`config.mk`:
```
export PLATFORM = sky130hd
export DESIGN_NAME = nodf_module_status_tracker
export DESIGN_NICKNAME = d
export VERILOG_FILES = /design/src/rtl/nodf_module_status_tracker.sv
export SDC_FILE = /design/constraint.sdc
export NUM_CORES = 1
export LEC_CHECK = 0
export CORE_UTILIZATION = 40
export CTS_CLUSTER_DIAMETER = 60
export DETAILED_ROUTE_END_ITERATION = 8
export SKIP_LAST_GASP = 1
export SYNTH_ARGS = -nofsm -noshare
export SYNTH_HDL_FRONTEND = slang
export SYNTH_SLANG_ARGS = --single-unit
```
`constraint.sdc`:
```
create_clock -name clock -period 16.3 [get_ports clock]
set_input_delay 1.63 -clock clock [delete_from_list [all_inputs] [get_ports clock]]
set_output_delay 1.63 -clock clock [all_outputs]
set_load 0.05 [all_outputs]
```
`src/rtl/nodf_module_status_tracker.sv`:
```
// Passive status tracker for the ap_ctrl handshake of one non-dataflow HLS module.
// Samples start/ready/done/continue, tracks module state and per-transaction
// latency, start-to-start interval and stall statistics until finish is seen.
module nodf_module_status_tracker #(
  parameter int unsigned CNT_W = 32,
  parameter int unsigned TXN_W = 16
) (
  input  logic             clock,
  input  logic             reset,
  input  logic             ap_start,
  input  logic             ap_ready,
  input  logic             ap_done,
  input  logic             ap_continue,
  input  logic             finish,
  output logic [1:0]       state,
  output logic [TXN_W-1:0] txn_count,
  output logic             rec_valid,
  output logic [CNT_W-1:0] rec_latency,
  output logic [CNT_W-1:0] rec_interval,
  output logic [CNT_W-1:0] lat_min,
  output logic [CNT_W-1:0] lat_max,
  output logic [CNT_W-1:0] stall_cycles,
  output logic             finished,
  output logic             pending_at_finish,
  output logic             protocol_err
);

  typedef enum logic [1:0] {
    StIdle     = 2'd0,
    StActive   = 2'd1,
    StStall    = 2'd2,
    StFinished = 2'd3
  } state_e;

  state_e           r_state;
  logic [CNT_W-1:0] r_now;
  logic [CNT_W-1:0] r_start_t;
  logic             r_have_start;
  logic [CNT_W-1:0] r_cur_interval;
  logic [TXN_W-1:0] r_txn_count;
  logic             r_rec_valid;
  logic [CNT_W-1:0] r_rec_latency;
  logic [CNT_W-1:0] r_rec_interval;
  logic [CNT_W-1:0] r_lat_min;
  logic [CNT_W-1:0] r_lat_max;
  logic [CNT_W-1:0] r_stall_cycles;
  logic             r_finished;
  logic             r_pending;
  logic             r_protocol_err;

  logic             w_idle;
  logic             w_busy;
  logic             w_done_ev;
  logic             w_start_ev;
  logic             w_stall_cyc;
  logic             w_proto;
  logic [CNT_W-1:0] w_new_interval;
  logic [CNT_W-1:0] w_latency;
  logic [CNT_W-1:0] w_done_interval;

  // Event decode; start/done mutual dependence is resolved per state.
  always_comb begin
    w_idle          = (r_state == StIdle);
    w_busy          = (r_state == StActive) || (r_state == StStall);
    // From IDLE a done only counts when it arrives with its own start (zero latency).
    w_done_ev       = ap_done & ap_continue & ~finish & (w_busy | (w_idle & ap_start));
    // While busy a new start is only accepted together with the completing done.
    w_start_ev      = ap_start & ~finish & (w_idle | (w_busy & w_done_ev));
    w_stall_cyc     = ap_done & ~ap_continue & ~finish & (r_state != StFinished);
    w_proto         = w_idle & ~ap_start & (ap_done | ap_ready) & ~finish;
    w_new_interval  = r_have_start ? (r_now - r_start_t) : '0;
    w_latency       = w_idle ? '0 : (r_now - r_start_t);
    // Same-cycle start+done from IDLE completes the transaction being started now.
    w_done_interval = w_idle ? w_new_interval : r_cur_interval;
  end

  // State machine, counters, records and sticky flags.
  always_ff @(posedge clock) begin
    if (reset) begin
      r_state        <= StIdle;
      r_now          <= '0;
      r_start_t      <= '0;
      r_have_start   <= 1'b0;
      r_cur_interval <= '0;
      r_txn_count    <= '0;
      r_rec_valid    <= 1'b0;
      r_rec_latency  <= '0;
      r_rec_interval <= '0;
      r_lat_min      <= '1;
      r_lat_max      <= '0;
      r_stall_cycles <= '0;
      r_finished     <= 1'b0;
      r_pending      <= 1'b0;
      r_protocol_err <= 1'b0;
    end else begin
      r_now       <= r_now + 1'b1;
      r_rec_valid <= w_done_ev;

      if (finish) begin
        r_state    <= StFinished;
        r_finished <= 1'b1;
        if (w_busy) r_pending <= 1'b1;
      end else begin
        unique case (r_state)
          StIdle: begin
            if (w_start_ev && !w_done_ev) r_state <= StActive;
          end
          StActive, StStall: begin
            if (w_done_ev)                  r_state <= w_start_ev ? StActive : StIdle;
            else if (ap_done && !ap_continue) r_state <= StStall;
          end
          default: r_state <= StFinished;
        endcase
      end

      if (w_start_ev) begin
        r_start_t      <= r_now;
        r_have_start   <= 1'b1;
        r_cur_interval <= w_new_interval;
      end

      if (w_done_ev) begin
        if (r_txn_count != '1) r_txn_count <= r_txn_count + 1'b1;
        r_rec_latency  <= w_latency;
        r_rec_interval <= w_done_interval;
        if (w_latency < r_lat_min) r_lat_min <= w_latency;
        if (w_latency > r_lat_max) r_lat_max <= w_latency;
      end

      if (w_stall_cyc && (r_stall_cycles != '1)) r_stall_cycles <= r_stall_cycles + 1'b1;
      if (w_proto) r_protocol_err <= 1'b1;
    end
  end

  assign state             = r_state;
  assign txn_count         = r_txn_count;
  assign rec_valid         = r_rec_valid;
  assign rec_latency       = r_rec_latency;
  assign rec_interval      = r_rec_interval;
  assign lat_min           = r_lat_min;
  assign lat_max           = r_lat_max;
  assign stall_cycles      = r_stall_cycles;
  assign finished          = r_finished;
  assign pending_at_finish = r_pending;
  assign protocol_err      = r_protocol_err;

endmodule

```
==> flow_summary.json <==
{
  "status": "finished clean",
  "gp_congestion": 0.893,
  "power.leakage_uw": 0.00678,
  "grt_max_degree": 99,
  "cts-resized-gates": 0,
  "period_needed_ns": 6.25,
  "required_ns": 16.70,
  "die_w_um": 191,
  "synth_most_common_cell": "dfxtp_1",
  "r2r_slack_ns": 10.05,
  "start_util": 0.405,
  "yosys.area.top_type_share": 0.389,
  "crit_path_max_fanout": 39,
  "detail-route-antenna-nets": 0,
  "start_kind": "register",
  "grt_pass1_wl_um": 61400,
  "hold_ws_ns": 0.452,
  "power_density_mw_per_mm2": 97.8,
  "fmax_ghz": 0.160,
  "syn_area_mm2": 0.0144,
  "fin_area_mm2": 0.0175,
  "io_pins": 189,
  "p_seq_frac": 0.418,
  "rsz0062_at_grt": "false",
  "min_path_type": "register to register",
  "register_area_mm2": 0.00559,
  "dp_hpwl_um": 27400,
  "fin_cells": 2389,
  "vias_per_cell": 5.27,
  "synthTopCellsByCount": "dfxtp_1, nand2_1, nor2_1",
  "clkPwrFrac": 0.390,
  "cts_hold_buffers": 0,
  "syn_nets": 1876,
  "clkTransAtPathRegs_ns": 0.06,
  "die_y_um": 191,
  "dp.cells": 2335,
  "r2r_start": "r_now[0]",
  "cts_max_path_buffers": 3,
  "grt_overflow": 0,
  "timing.rr.end": "lat_max[8]",
  "row_count": 69,
  "fin_nets": 2012,
  "synth_ff_type": "dfxtp_1",
  "vias": 12600,
  "power_switching_uw": 508,
  "final_layout_size_suffix_gt1_frac": 0.0436,
  "vdd_ir_drop_max_v": 0.0000663,
  "multi_input_area_mm2": 0.00794,
  "cts_tree": "built",
  "finalSetupViolations": 0,
  "tightest_slew_ns": 1.22,
  "netlist_instances": 1771,
  "clk_latency_ns": 0.56,
  "clock_skew_ns": 0.0133,
  "grt_pass1_vias": 11600,
  "antenna_found_initial": 0,
  "crit_path_end_kind": "register",
  "drc": 0,
  "ys_warn_count": 0,
  "timing.critical_path.from": "r_now[0]",
  "crit_arrival_ns": 6.65,
  "worstHoldStart": "protocol_err",
  "yosysTopAreaCell": "dfxtp_1",
  "ys_top_cells_by_area": "dfxtp_1, ha_1, nand2_1",
  "drv_cap": 0,
  "yosysSeqAreaShare": 0.389,
  "routed_wirelength_um": 38700,
  "synth_edf_count": 0,
  "clkSinkCount": 279,
  "hold_depth": 2,
  "setup_tns_ns": 0,
  "postCtsSetupRepairBufs": 0,
  "hold_violations": 0,
  "wl_per_cell_um": 16.2,
  "area_growth_pct": 21.8,
  "avgSynthCellArea_um2": 8.11,
  "htreeDepth": 1,
  "cts_root_buf": "clkbuf_16",
  "internal_power_uw": 1200,
  "design.die.area_mm2": 0.0367,
  "drt_iter0_markers": 782,
  "power_uw": 1710,
  "dpl_cell_area_mm2": 0.0165,
  "drtPass1Iterations": 5,
  "core_area_mm2": 0.0355,
  "critPathKind": "register to register",
  "ys_types": 71,
  "pwr-share-comb": 0.192,
  "r2r.worst_path.cells": 19,
  "hold_end": "protocol_err",
  "relSlewSlack": 0.189,
  "fin_crit_sh": 0.384,
  "synth.ff_latch_count": 279,
  "diodes": 0,
  "track_usage": 0.206,
  "maxSlewViolCount": 0,
  "cts_buffers": 31,
  "portBuffers": 188,
  "nFillCells": 3367,
  "synthArstFlopShare": 0,
  "p_sw_frac": 0.297
}
[placed cells by master, fill, tap and decap left out, types with 42 or more instances in the layout]
cell	count
ha_1	96
inv_1	119
dfxtp_1	279
xnor2_1	42
nand2_1	235
a21oi_1	146
nor2_1	211
o21ai_0	48
clkdlybuf4s50_1	187
nand3_1	58
xor2_1	54
[how the worst max path moves through the flow]
stage,endpoint,slack (ns),cells after the start
floorplan,lat_max[24],11.07,21
global placement,lat_max[3],10.32,19
detailed placement,lat_max[8],10.14,19
CTS,lat_max[8],10.11,19
global route,lat_max[8],9.62,19
finish,lat_max[8],10.05,19
[cell type report]
class                   count  share of cell area
multi-input cells        1276               0.454
flip-flops and latches    279               0.319
repair buffers            200               0.113
clock buffers              49              0.0522
well taps                 461              0.0330
inverters                 119              0.0255
clock inverters             5             0.00301
[registers in the layout, summed over array words and instances, names as in the netlist, 2 cells and up]
signal	flops
state	2
rec_latency	32
r_start_t	32
txn_count	16
r_now	32
lat_min	32
stall_cycles	32
r_cur_interval	32
lat_max	32
rec_interval	32
[worst max-delay path: stages, from the launching register on]
cell	delay, ns
dfxtp_1	0.34
inv_1	0.07
ha_1	0.15
inv_1	0.05
fa_1	0.39
a21o_1	0.21
a311oi_2	0.37
nor3_1	0.12
or3_4	0.43
a41o_4	0.30
a311oi_4	0.29
mux2_2	0.44
ha_1	0.32
nand4_1	0.14
nor4_1	0.49
nand3_1	0.16
nor4b_1	0.38
o221a_2	1.09
mux2i_1	0.29
nor2_1	0.07
[stage by stage]
step                      worst slack (ns)   util
after detailed placement             10.14  0.466
after global routing                  9.62  0.493
final                                10.05  0.493
after global placement               10.32  0.466
after floorplan                      11.07      -
after CTS                            10.11  0.493
[metal layers]
metal | part of all wire | GRT usage
met1 | 0.49 | 0.295
met3 | 0.050 | 0.0270
met2 | 0.45 | 0.329
met4 | 0.014 | 0.0430
met5 | 0 | 0
[logic make-up (layout without fill, tap and decap cells)]
| group | count (synthesis) | after routing | synth area share |
|---|---|---|---|
| AND/OR/NAND/NOR | 676 | 676 | 0.212 |
| multiplexers | 43 | 43 | 0.0303 |
| XOR/XNOR | 96 | 96 | 0.0586 |
| flip-flops | 279 | 279 | 0.389 |
| adder cells (fa/ha/maj) | 99 | 99 | 0.0867 |
| buffers and inverters | 216 | 373 | 0.0595 |
| AO/OA/AOI/OAI | 362 | 362 | 0.164 |
[power by group through the flow]
stage / registers [uW] / logic, uW / clock network [uW]
after detailed placement: 730 / 328 / 0
after global routing: 717 / 358 / 710
after floorplan: 778 / 180 / 0
after global placement: 729 / 325 / 0
final: 715 / 329 / 666
after CTS: 715 / 330 / 682
Note: power is estimated with default switching activity, not from simulation.
